--- src/rtl/debug_sequencer.sv ---
// Debug-ring command sequencer: halts the core, waits for the pipeline to drain,
// then performs register and PC accesses while halted. Define DEBUG_SEQ_STEP_EN to add single-step.
module debug_sequencer #(
  parameter int XLEN          = 64,
  parameter int ADDR_W        = 40,
  parameter int DRAIN_TIMEOUT = 32
) (
  input  logic              clk_i,
  input  logic              rstn_i,
  input  logic              cmd_valid_i,
  output logic              cmd_ready_o,
  input  logic [2:0]        cmd_op_i,
  input  logic [4:0]        cmd_addr_i,
  input  logic [XLEN-1:0]   cmd_data_i,
  input  logic              pipe_busy_i,
  input  logic [XLEN-1:0]   reg_read_data_i,
  output logic              rsp_valid_o,
  input  logic              rsp_ready_i,
  output logic [XLEN-1:0]   rsp_data_o,
  output logic              rsp_err_o,
  output logic              halted_o,
  output logic              halt_valid_o,
  output logic              change_pc_valid_o,
  output logic [ADDR_W-1:0] change_pc_addr_o,
  output logic              reg_read_valid_o,
  output logic              reg_write_valid_o,
  output logic [4:0]        reg_read_write_addr_o,
  output logic [XLEN-1:0]   reg_write_data_o
);

  localparam int CNT_W = (DRAIN_TIMEOUT > 1) ? $clog2(DRAIN_TIMEOUT) : 1;
  localparam logic [CNT_W-1:0] CNT_LAST = CNT_W'(DRAIN_TIMEOUT - 1);

  localparam logic [2:0] OP_HALT   = 3'd1;
  localparam logic [2:0] OP_RESUME = 3'd2;
  localparam logic [2:0] OP_RD_REG = 3'd3;
  localparam logic [2:0] OP_WR_REG = 3'd4;
  localparam logic [2:0] OP_SET_PC = 3'd5;
`ifdef DEBUG_SEQ_STEP_EN
  localparam logic [2:0] OP_STEP   = 3'd6;
`endif

  typedef enum logic [2:0] {
    S_RUN,
    S_DRAIN,
    S_HALTED,
    S_RD,
    S_RD_CAP,
    S_WR,
    S_PC
`ifdef DEBUG_SEQ_STEP_EN
    , S_STEP_RUN
`endif
  } state_e;

  state_e             state_q, state_d;
  logic [CNT_W-1:0]   drain_cnt_q, drain_cnt_d;
  logic               rsp_valid_q;
  logic               rsp_err_q;
  logic [XLEN-1:0]    rsp_data_q;
  logic [4:0]         rw_addr_q, rw_addr_d;
  logic [XLEN-1:0]    wr_data_q, wr_data_d;
  logic               wr_en_q, wr_en_d;
  logic [ADDR_W-1:0]  pc_addr_q, pc_addr_d;

  logic               rsp_set;
  logic               rsp_err_d;
  logic [XLEN-1:0]    rsp_data_d;
  logic               cmd_fire;

  assign cmd_ready_o = ((state_q == S_RUN) || (state_q == S_HALTED)) && !rsp_valid_q;
  assign cmd_fire    = cmd_valid_i && cmd_ready_o;

  // NOTE: every variable gets a default before the case so no path leaves it unassigned (no latches).
  always_comb begin
    state_d     = state_q;
    drain_cnt_d = drain_cnt_q;
    rw_addr_d   = rw_addr_q;
    wr_data_d   = wr_data_q;
    wr_en_d     = wr_en_q;
    pc_addr_d   = pc_addr_q;
    rsp_set     = 1'b0;
    rsp_err_d   = 1'b0;
    rsp_data_d  = '0;

    unique case (state_q)
      S_RUN: begin
        if (cmd_fire) begin
          if (cmd_op_i == OP_HALT) begin
            state_d     = S_DRAIN;
            drain_cnt_d = '0;
          end else begin
            rsp_set   = 1'b1;
            rsp_err_d = 1'b1;
          end
        end
      end

      // A clean drain wins over a timeout that lands in the same cycle.
      S_DRAIN: begin
        if (!pipe_busy_i) begin
          state_d = S_HALTED;
          rsp_set = 1'b1;
        end else if (drain_cnt_q == CNT_LAST) begin
          state_d   = S_HALTED;
          rsp_set   = 1'b1;
          rsp_err_d = 1'b1;
        end else begin
          drain_cnt_d = drain_cnt_q + 1'b1;
        end
      end

      S_HALTED: begin
        if (cmd_fire) begin
          case (cmd_op_i)
            OP_HALT: rsp_set = 1'b1;
            OP_RESUME: begin
              state_d = S_RUN;
              rsp_set = 1'b1;
            end
            OP_RD_REG: begin
              state_d   = S_RD;
              rw_addr_d = cmd_addr_i;
            end
            OP_WR_REG: begin
              state_d = S_WR;
              wr_en_d = (cmd_addr_i != 5'd0);
              // x0 writes are dropped, so the strobe fields keep their previous values.
              if (cmd_addr_i != 5'd0) begin
                rw_addr_d = cmd_addr_i;
                wr_data_d = cmd_data_i;
              end
            end
            OP_SET_PC: begin
              state_d   = S_PC;
              pc_addr_d = cmd_data_i[ADDR_W-1:0];
            end
`ifdef DEBUG_SEQ_STEP_EN
            OP_STEP: state_d = S_STEP_RUN;
`endif
            default: begin
              rsp_set   = 1'b1;
              rsp_err_d = 1'b1;
            end
          endcase
        end
      end

      S_RD: state_d = S_RD_CAP;

      S_RD_CAP: begin
        state_d    = S_HALTED;
        rsp_set    = 1'b1;
        rsp_data_d = reg_read_data_i;
      end

      S_WR, S_PC: begin
        state_d = S_HALTED;
        rsp_set = 1'b1;
      end

`ifdef DEBUG_SEQ_STEP_EN
      S_STEP_RUN: begin
        state_d     = S_DRAIN;
        drain_cnt_d = '0;
      end
`endif

      default: state_d = S_RUN;
    endcase
  end

  // NOTE: sequential state uses non-blocking assignments so every register samples pre-edge values.
  always_ff @(posedge clk_i or negedge rstn_i) begin
    if (!rstn_i) begin
      state_q     <= S_RUN;
      drain_cnt_q <= '0;
      rw_addr_q   <= '0;
      wr_data_q   <= '0;
      wr_en_q     <= 1'b0;
      pc_addr_q   <= '0;
      rsp_valid_q <= 1'b0;
      rsp_err_q   <= 1'b0;
      rsp_data_q  <= '0;
    end else begin
      state_q     <= state_d;
      drain_cnt_q <= drain_cnt_d;
      rw_addr_q   <= rw_addr_d;
      wr_data_q   <= wr_data_d;
      wr_en_q     <= wr_en_d;
      pc_addr_q   <= pc_addr_d;
      // Only one command is ever outstanding, so a new response never meets a pending one.
      if (rsp_set) begin
        rsp_valid_q <= 1'b1;
        rsp_err_q   <= rsp_err_d;
        rsp_data_q  <= rsp_data_d;
      end else if (rsp_valid_q && rsp_ready_i) begin
        rsp_valid_q <= 1'b0;
        rsp_err_q   <= 1'b0;
        rsp_data_q  <= '0;
      end
    end
  end

  assign rsp_valid_o = rsp_valid_q;
  assign rsp_err_o   = rsp_err_q;
  assign rsp_data_o  = rsp_data_q;

`ifdef DEBUG_SEQ_STEP_EN
  assign halt_valid_o = (state_q != S_RUN) && (state_q != S_STEP_RUN);
`else
  assign halt_valid_o = (state_q != S_RUN);
`endif

  assign halted_o = (state_q == S_HALTED) || (state_q == S_RD) || (state_q == S_RD_CAP) ||
                    (state_q == S_WR) || (state_q == S_PC);

  assign reg_read_valid_o      = (state_q == S_RD);
  assign reg_write_valid_o     = (state_q == S_WR) && wr_en_q;
  assign change_pc_valid_o     = (state_q == S_PC);
  assign reg_read_write_addr_o = rw_addr_q;
  assign reg_write_data_o      = wr_data_q;
  assign change_pc_addr_o      = pc_addr_q;

endmodule

--- config.mk ---
export PLATFORM = sky130hd
export DESIGN_NAME = debug_sequencer
export DESIGN_NICKNAME = d
export VERILOG_FILES = /design/src/rtl/debug_sequencer.sv
export SDC_FILE = /design/constraint.sdc
export NUM_CORES = 1
export LEC_CHECK = 0
export ABC_AREA = 1
export CORE_MARGIN = 4
export CORE_UTILIZATION = 30
export DETAILED_ROUTE_END_ITERATION = 16
export SETUP_SLACK_MARGIN = 0.02
export SYNTH_ARGS = -nofsm -noshare
export SYNTH_HDL_FRONTEND = slang
export SYNTH_SLANG_ARGS = --single-unit
--- constraint.sdc ---
create_clock -name clk_i -period 2.1 [get_ports clk_i]
set_input_delay 0.525 -clock clk_i [delete_from_list [all_inputs] [get_ports clk_i]]
set_output_delay 0.525 -clock clk_i [all_outputs]
set_load 0.1 [all_outputs]
# After elaboration in Yosys (flattened, before gate mapping)

Index checks and enable logic that the tools add are counted.

Flip-flop bits (word level): 184
Input port bits: 141
Output and inout bits: 181
Logic and storage cells: 86

Add/sub/neg operators: 1
Equality and inequality tests: 20
Mux-type cells: 31
Reduce and logical (&&, ||, !) cells: 25

Operators by type and width:

| operator              | count |
|---|---|
| $mux W64              | 3 |
| $mux W5               | 5 |
| $pmux W5 S2           | 2 |
| $eq A3 B3 Y1 const B  | 5 |
| $mux W3               | 5 |
| $pmux W3 S5           | 1 |
| $eq A3 B2 Y1 const B  | 4 |
| $mux W1               | 12 |
| $pmux W3 S4           | 1 |
| $ne A2 B2 Y1 const B  | 5 |
| $reduce_and A5 Y1     | 2 |
| $reduce_and A4 Y1     | 2 |
| $eq A3 B1 Y1 const B  | 2 |
| $reduce_and A3 Y1     | 2 |
| $reduce_bool A2 Y1    | 3 |
| $reduce_or A3 Y1      | 2 |
| $add A5 B1 Y5 const B | 1 |
| $eq A5 B5 Y1 const B  | 1 |
| $logic_or A1 B1 Y1    | 5 |
| $ne A5 B1 Y1 const B  | 1 |
| $reduce_bool A5 Y1    | 1 |
| $reduce_or A5 Y1      | 1 |
| $logic_and A1 B1 Y1   | 4 |
| $pmux W1 S4           | 1 |
| other kinds (6)       | 6 |

# Longest topological paths before layout

Gate-level depths: netlist of the first run.

Depth after elaboration: 7
Mapped depth: 11

# Least setup slack after synthesis of the first run

No wires, ideal clock.

Path type: register to output
From: reg state_q[1]
To: out reg_write_valid_o
Data arrival time: 2.688 ns
Slack: -1.113 ns
Cell stages (with the launch flop): 5
Cells stage by stage: dfrtp_1 > buf_4 > inv_2 > nand2_1 > nor3_1

Word-level cells in the longest chain between the ends: 2

RTL lines:

| element                  | RTL line | text |
|---|---|---|
| start: declaration       | 56       | `state_e state_q, state_d;` |
| start signal: assignment | 186      | `state_q <= state_d;` |
| $eq A3 B3 Y1             | 219      | `assign reg_write_valid_o = (state_q == S_WR) && wr_en_q;` |
| $logic_and A1 B1 Y1      | 219      |  |
| end: declaration         | 26       | `output logic reg_write_valid_o,` |

No other way between the ends.

# Worst setup path in the final report of the first run

From: reg state_q[2]
To: out reg_read_valid_o

Word-level cells in the longest chain between the ends: 1

RTL lines:

| element          | RTL line | text |
|---|---|---|
| $eq A3 B2 Y1     | 218      | `assign reg_read_valid_o = (state_q == S_RD);` |
| end: declaration | 25       | `output logic reg_read_valid_o,` |

No other way between the ends.

==> impl_results.rst, run 1 <==
.. list-table::
   :header-rows: 1

   * - Metric
     - Value
   * - Via count
     - 6,748
   * - Filler cell count
     - approximately 2,400
   * - Net count after synthesis
     - ~1,000
   * - Root Driver
     - sky130_fd_sc_hd__clkbuf_16
   * - Core footprint
     - about 24,000 µm²
   * - Inserted Clock Buffers
     - 17
   * - Maximum vdd ir drop
     - 0.849 mV
   * - GRT Total Usage
     - roughly 18%
   * - Met3 track demand over resource in global routing
     - under 10%
   * - Floorplan die area
     - ~27,000 µm²
   * - Drt pass-1 iters
     - 4
   * - Initial cell density of the core
     - 30.5%
   * - Met1 Usage GRT
     - a little under a quarter
   * - Flip-flop and latch count after synthesis
     - roughly 180
   * - Floorplan row count
     - 57
   * - Final critical-path required period
     - approximately 2 ns
   * - Post-detail-place hpwl
     - 18.0 mm
   * - Worst Max-Slew Pin Slew
     - 0.347 ns
   * - Relative slew slack
     - between 70% and 80%
   * - Clock slew at the register clock pins of the worst setup and hold paths
     - approximately 0.07 ns
   * - Path category of the worst min-delay check
     - flop to flop
   * - Worst Slack Setup Final
     - just under 0.1 ns
   * - Die width
     - approximately 170 µm
   * - Wire length reported by the detailed router
     - 24.5 mm
   * - Wire length of the first global-routing pass
     - 37.4 mm
   * - # clock sinks
     - 184
   * - Total Nets Final
     - around 1,300
   * - Clock Path Buffers
     - 2
   * - Clk Latency, worst-skew pair
     - roughly 0.43 ns
   * - Final number of setup-violating endpoints
     - 0
   * - Crit path capture type
     - output pin
   * - Met2 Resource Use GR
     - 29.5%
   * - Clock tree from TritonCTS
     - built
   * - Max_cap viols
     - 0
   * - Number of distinct library cells after synthesis
     - 24
   * - Startpoint of the worst register-to-register path
     - drain_cnt_q[0]$_DFFE_PN0P_
   * - Sequential share of the synthesized area
     - between 60% and 70%
   * - Result of the run
     - finished clean
   * - Hold Violations, Final
     - 0
   * - Routing layer with the top usage in global route
     - met2
   * - Worst hold-check slack
     - approximately 0.47 ns
   * - Die Ht
     - between 150 and 200 µm
   * - Vias in the first global route
     - 6,719
   * - Unrepaired setup endpoints after global routing
     - false
   * - Remaining global-route overflow
     - 0
   * - Power density over the cells
     - 1520 nW/µm²
   * - Maximum number of pins on one net before global-route repair
     - 57
   * - Reg2Reg Depth
     - 10
   * - H-tree levels
     - 4
   * - Hold EP
     - reg_write_data_o[54]$_DFFE_PN0P_
   * - Post-DR vias/cell
     - 4.42
   * - Synth Cell Area
     - between 7000 and 8000 µm²
   * - Setup Crit Path Kind
     - flop to output pin
   * - Signed area change from the synthesized netlist to the final layout
     - 55.4%
   * - Antenna Cells
     - 0
   * - Max Clk Rate
     - roughly 0.5 GHz
   * - Maximum fanout along the worst path
     - 4
   * - CP Data Arrival Time
     - between 1 and 1.5 ns
   * - WP data required
     - approximately 1.6 ns
   * - Min-delay src
     - reg_write_data_o[54]$_DFFE_PN0P_
   * - Input/output buffers
     - 321
   * - Setup slack of the most critical reg-to-reg path
     - around 0.26 ns
   * - Worst Hold Path Cells
     - 2
   * - Kind of launch point of the worst setup path
     - flop
   * - Reg-to-reg endpoint
     - rsp_data_o[17]$_DFFE_PN0P_
   * - Average size of a mapped cell
     - 8.76 µm²
   * - Final Max Slew Viols
     - 0
   * - Layout cells sized above 1
     - a little under a quarter
   * - Antenna violations before repair
     - 0
   * - Antenna Nets Post-Route
     - 0
   * - First-iteration detailed-routing DRC count
     - about 450
   * - Boundary pin count
     - between 300 and 400
   * - Pleak
     - about 6.2 nW
   * - Placer congestion estimate
     - 0.804
   * - Gate Count Post-Synth
     - ~850
   * - Accumulated negative setup slack
     - 0 ns
   * - Wirelength per Cell
     - about 16 µm
   * - Worst slack at placement
     - -0.0528 ns
   * - Ratio of final minimum period to clock period
     - between 90 and 100%
   * - Post-Route Skew
     - around 0.013 ns
   * - DR DRC count
     - 0
   * - Number of synthesis warnings
     - 0
synth_stat cells:
cell	count	share of area [%]
sky130_fd_sc_hd__nand4_4	1	0.29
sky130_fd_sc_hd__a21oi_1	3	0.20
sky130_fd_sc_hd__nor2_4	1	0.15
sky130_fd_sc_hd__inv_2	4	0.20
sky130_fd_sc_hd__ha_1	2	0.34
sky130_fd_sc_hd__buf_6	4	0.61
sky130_fd_sc_hd__nor3_1	2	0.13
sky130_fd_sc_hd__xor2_1	1	0.12
sky130_fd_sc_hd__dfrtp_1	184	62
sky130_fd_sc_hd__clkbuf_1	8	0.40
sky130_fd_sc_hd__buf_2	20	1.3
sky130_fd_sc_hd__buf_4	9	0.91
sky130_fd_sc_hd__inv_1	52	2.6
sky130_fd_sc_hd__or2_2	2	0.17
sky130_fd_sc_hd__o21ai_1	45	3.0
sky130_fd_sc_hd__nand2_1	401	20
sky130_fd_sc_hd__nor3_4	1	0.22
sky130_fd_sc_hd__nand3_1	78	5.2
sky130_fd_sc_hd__a31oi_1	1	0.084
sky130_fd_sc_hd__buf_1	2	0.10
sky130_fd_sc_hd__nor2_1	15	0.76
sky130_fd_sc_hd__or2_1	1	0.084
sky130_fd_sc_hd__o21ai_0	9	0.61
sky130_fd_sc_hd__nor2_2	3	0.25
cells by family (layout without fill, tap and decap cells):
logic type      Yosys count  count (layout)  synth area share [%]
xor+xnor                  1               1                 0.118
compound gates           58              58                  3.92
buf+inv                  99             452                  6.19
flops                   184             184                  61.9
fa+ha+maj                 2               2                 0.336
simple gates            505             505                  27.5
power breakdown:
group          total (W)  leakage, nW  internal (W)  switching [W]
clock            0.00323        0.293       0.00163        0.00160
sequential       0.00484         2.36       0.00435       0.000486
combinational    0.00945         3.54       0.00191        0.00754
total             0.0175         6.19       0.00789        0.00963
worst max path at each step:
| stage | from | to | slack, ns | cells after the start |
|---|---|---|---|---|
| after floorplan | state_q[1]$_DFFE_PN0P_ | reg_write_valid_o | -0.28 | 4 |
| after global placement | cmd_op_i[1] | rsp_data_o[54]$_DFFE_PN0P_ | -0.05 | 11 |
| after detailed placement | cmd_op_i[1] | rsp_data_o[22]$_DFFE_PN0P_ | -0.05 | 11 |
| after CTS | state_q[1]$_DFFE_PN0P_ | reg_write_valid_o | 0.03 | 4 |
| after global routing | state_q[2]$_DFFE_PN0P_ | reg_read_valid_o | 0.04 | 3 |
| final | state_q[2]$_DFFE_PN0P_ | reg_read_valid_o | 0.1 | 3 |
state kept, by name, indices dropped and copies added (netlist names):
| name | cells |
|---|---|
| rsp_valid_o | 1 |
| reg_read_write_addr_o | 5 |
| rsp_err_o | 1 |
| drain_cnt_q | 5 |
| wr_en_q | 1 |
| reg_write_data_o | 64 |
| state_q | 3 |
| rsp_data_o | 64 |
| change_pc_addr_o | 40 |
layout by cell type, fill, tap and decap left out:
cell type	count
sky130_fd_sc_hd__nand2_2	2
sky130_fd_sc_hd__o21ai_2	1
sky130_fd_sc_hd__inv_4	1
sky130_fd_sc_hd__dfrtp_1	180
sky130_fd_sc_hd__or2_4	1
sky130_fd_sc_hd__xor2_1	1
sky130_fd_sc_hd__dlygate4sd3_1	1
sky130_fd_sc_hd__nand3_1	78
sky130_fd_sc_hd__nor3_1	1
sky130_fd_sc_hd__ha_1	2
sky130_fd_sc_hd__dfrtp_2	4
sky130_fd_sc_hd__inv_1	51
sky130_fd_sc_hd__buf_4	205
sky130_fd_sc_hd__nand4_4	1
sky130_fd_sc_hd__inv_8	3
sky130_fd_sc_hd__clkdlybuf4s50_1	139
sky130_fd_sc_hd__clkbuf_16	17
sky130_fd_sc_hd__buf_12	18
sky130_fd_sc_hd__inv_6	4
sky130_fd_sc_hd__o21ai_0	8
sky130_fd_sc_hd__nand2_1	399
sky130_fd_sc_hd__nor2_1	12
sky130_fd_sc_hd__buf_6	1
sky130_fd_sc_hd__or2_2	2
sky130_fd_sc_hd__a21oi_1	3
sky130_fd_sc_hd__a31oi_1	1
sky130_fd_sc_hd__inv_2	3
sky130_fd_sc_hd__clkinv_8	4
sky130_fd_sc_hd__clkinv_4	2
sky130_fd_sc_hd__clkinv_2	1
sky130_fd_sc_hd__nor2_2	2
sky130_fd_sc_hd__clkbuf_8	1
sky130_fd_sc_hd__nor2_4	5
sky130_fd_sc_hd__o21ai_1	45
sky130_fd_sc_hd__clkinvlp_4	1
sky130_fd_sc_hd__nor3_4	2
routing by layer:
metal | up-vias | share of wire, %
met3 | 38 | 4.7
met5 | - | 0
met4 | 0 | 3.0
met1 | 3213 | 42
met2 | 177 | 51
li1 | 3320 | -
repair_timing:
item,4_1_cts,5_1_grt
buffers inserted,4,1
pin swaps,1,2
hold buffers,1,0
setup endpoints to repair,6,2
hold endpoints to repair,29,0
gates resized for setup,3,5
metrics by stage:
| step | instance area [µm²] | std cells | utilization, % | power (W) |
|---|---|---|---|---|
| 2_1_floorplan | 7460 | 849 | - | 0.0119 |
| 3_3_place_gp | 10900 | 1488 | 44.7 | 0.0143 |
| 3_5_place_dp | 10900 | 1488 | 44.7 | 0.0143 |
| 4_1_cts | 11500 | 1525 | 47.3 | 0.0177 |
| 5_1_grt | 11600 | 1526 | 47.4 | 0.0183 |
| 6_report | 11600 | 1526 | 47.4 | 0.0175 |
critical path, cell delays in order (launching register included):
cell,delay (ns)
sky130_fd_sc_hd__dfrtp_2,0.44
sky130_fd_sc_hd__buf_4,0.17
sky130_fd_sc_hd__nor2_2,0.23
sky130_fd_sc_hd__buf_12,0.21
cell type report:
cell class,instances,area [µm²],share of cell area [%]
clock buffers,18,439,3.80
clock inverters,14,156,1.35
inverters,56,216,1.87
multi-input cells,566,2420,21.0
flip-flops and latches,184,4610,39.9
well taps,324,405,3.51
repair buffers,364,3310,28.6
No activity file was read; power rests on OpenSTA's default activity.
==> inputs of run 2 (changes only) <==
ABC_CLOCK_PERIOD_IN_PS = 2100   (was default)
MAX_ROUTING_LAYER = met4   (was default)
REMOVE_ABC_BUFFERS = 1   (was default)
==> impl_results.rst, run 2 (synthesized netlist as in run 1, its figures left out) <==
.. list-table::
   :header-rows: 1

   * - Metric
     - Value
   * - Setup slack of the most critical reg-to-reg path
     - between 0.2 and 0.3 ns
   * - Post-detail-place hpwl
     - around 17 mm
   * - Relative slew slack
     - a little over two thirds
   * - Pleak
     - a little over 6 nW
   * - Clock tree from TritonCTS
     - built
   * - Placer congestion estimate
     - just over 0.8
   * - Accumulated negative setup slack
     - 0 ns
   * - Clock slew at the register clock pins of the worst setup and hold paths
     - around 0.08 ns
   * - Maximum vdd ir drop
     - between 0.9 and 1 mV
   * - Clk Latency, worst-skew pair
     - 0.43 ns
   * - CP Data Arrival Time
     - ~1.5 ns
   * - Inserted Clock Buffers
     - 17
   * - Met1 Usage GRT
     - a little over a fifth
   * - Wirelength per Cell
     - around 15 µm
   * - Antenna Cells
     - 0
   * - Initial cell density of the core
     - between 30 and 40%
   * - Unrepaired setup endpoints after global routing
     - false
   * - Floorplan row count
     - 57
   * - Commonest non-fill, non-tap cell in the layout
     - sky130_fd_sc_hd__nand2_1
   * - Filler cell count
     - around 2,400
   * - Post-Route Skew
     - roughly 0.017 ns
   * - Root Driver
     - sky130_fd_sc_hd__clkbuf_16
   * - Final Max Slew Viols
     - 0
   * - Input/output buffers
     - approximately 320
   * - Wire length of the first global-routing pass
     - between 30 and 40 mm
   * - Via count
     - roughly 6,700
   * - Power density over the cells
     - approximately 1500 nW/µm²
   * - Post-DR vias/cell
     - roughly 4.4
   * - Max_cap viols
     - 0
   * - Maximum number of pins on one net before global-route repair
     - between 60 and 70
   * - Result of the run
     - finished clean
   * - Signed area change from the synthesized netlist to the final layout
     - 54.8%
   * - Die Ht
     - 165 µm
   * - Ratio of final minimum period to clock period
     - a little over nine tenths
   * - Die width
     - approximately 170 µm
   * - Maximum fanout along the worst path
     - 6
   * - Core footprint
     - 24,400 µm²
   * - Clock Path Buffers
     - 2
   * - Path category of the worst min-delay check
     - primary input to async pin
   * - Final critical-path required period
     - between 2 and 2.5 ns
   * - Hold Violations, Final
     - 0
   * - Max Clk Rate
     - about 0.5 GHz
   * - Drt pass-1 iters
     - 4
   * - Total Nets Final
     - between 1,000 and 1,500
   * - GRT Total Usage
     - 17.2%
   * - Wire length reported by the detailed router
     - 23.6 mm
   * - Antenna violations before repair
     - 0
   * - PnR Total Power
     - around 0.018 W
   * - Multi-input combinational cell area
     - 2410 µm²
   * - WP data required
     - roughly 1.6 ns
   * - Remaining global-route overflow
     - 0
   * - Most frequent cells in the layout
     - sky130_fd_sc_hd__nand2_1, sky130_fd_sc_hd__buf_4, sky130_fd_sc_hd__dfrtp_1
   * - Antenna Nets Post-Route
     - 0
   * - Layout cells sized above 1
     - a little under a quarter
   * - Worst Max-Slew Pin Slew
     - around 0.44 ns
   * - Floorplan die area
     - around 27,000 µm²
   * - Routing layer with the top usage in global route
     - met2
   * - # clock sinks
     - 184
   * - Placed instance area
     - 10,900 µm²
   * - Design Area, Final
     - around 12,000 µm²
   * - H-tree levels
     - 4
   * - Met3 track demand over resource in global routing
     - 3.05%
   * - Final number of setup-violating endpoints
     - 0
   * - Setup Crit Path Kind
     - flop to output pin
   * - Kind of launch point of the worst setup path
     - flop
   * - Vias in the first global route
     - around 6,600
   * - DR DRC count
     - 0
   * - First-iteration detailed-routing DRC count
     - approximately 380
   * - Met2 Resource Use GR
     - between 20% and 30%
   * - Crit path capture type
     - output pin
   * - Storage element area
     - roughly 4600 µm²
   * - Boundary pin count
     - approximately 320
-- run 2: layout make-up --
cell class	instances	area share, %
sequential	184	40.0
timing repair buffer	366	28.7
multi-input combinational	566	20.9
clock buffer	17	3.70
tap	324	3.52
inverter	56	1.83
clock inverter	14	1.35
-- run 2: timing repair --
| action | CTS | global route |
|---|---|---|
| endpoints found under the hold margin | 0 | 0 |
| setup endpoints to repair | 3 | 5 |
| pin swaps | 0 | 1 |
| buffers inserted | 0 | 5 |
| hold buffers | 0 | 0 |
| gates resized for setup | 5 | 2 |
| cloned | 0 | 0 |
-- run 2: per-stage QoR --
stage	util, %	std cells	hold slack [ns]	setup WS (ns)
after floorplan	-	806	0.229	-2.40
after global placement	44.6	1491	0.456	-0.0752
after detailed placement	44.6	1491	0.459	-0.0495
after CTS	47.0	1522	0.0107	0.0238
after global routing	47.2	1527	0.0267	0.0202
final	47.2	1527	0.00964	0.0999
-- run 2: power by group --
group / switching (W) / internal [W]
Clock: 0.00154 / 0.00169
Sequential: 0.000485 / 0.00435
Combinational: 0.00752 / 0.00194
-- run 2: path summary, 6_finish.rpt --
kind / start / to / depth (start not counted)
min in group clk_i: reg_write_data_o[39]$_DFFE_PN0P_ / reg_write_data_o[39]$_DFFE_PN0P_ / 2
max: state_q[2]$_DFFE_PN0P_ / change_pc_valid_o / 4
min: rstn_i / change_pc_addr_o[3]$_DFFE_PN0P_ / 1
min reg2reg: reg_write_data_o[39]$_DFFE_PN0P_ / reg_write_data_o[39]$_DFFE_PN0P_ / 2
max in group asynchronous: rstn_i / rsp_data_o[9]$_DFFE_PN0P_ / 2
max reg2reg: drain_cnt_q[0]$_DFFE_PN0P_ / rsp_data_o[35]$_DFFE_PN0P_ / 10
-- run 2: routing by layer --
layer  vias to the layer above  wire (µm)
li1                       3320          -
met1                      3111       9940
met2                       180      11800
met3                        45       1120
met4                         0        786
met5                         -          0
-- run 2: critical path: stages, from the launching register on --
cell,delay [ns]
sky130_fd_sc_hd__dfrtp_2,0.44
sky130_fd_sc_hd__inv_2,0.06
sky130_fd_sc_hd__or2_4,0.26
sky130_fd_sc_hd__nor2_4,0.12
sky130_fd_sc_hd__buf_12,0.18
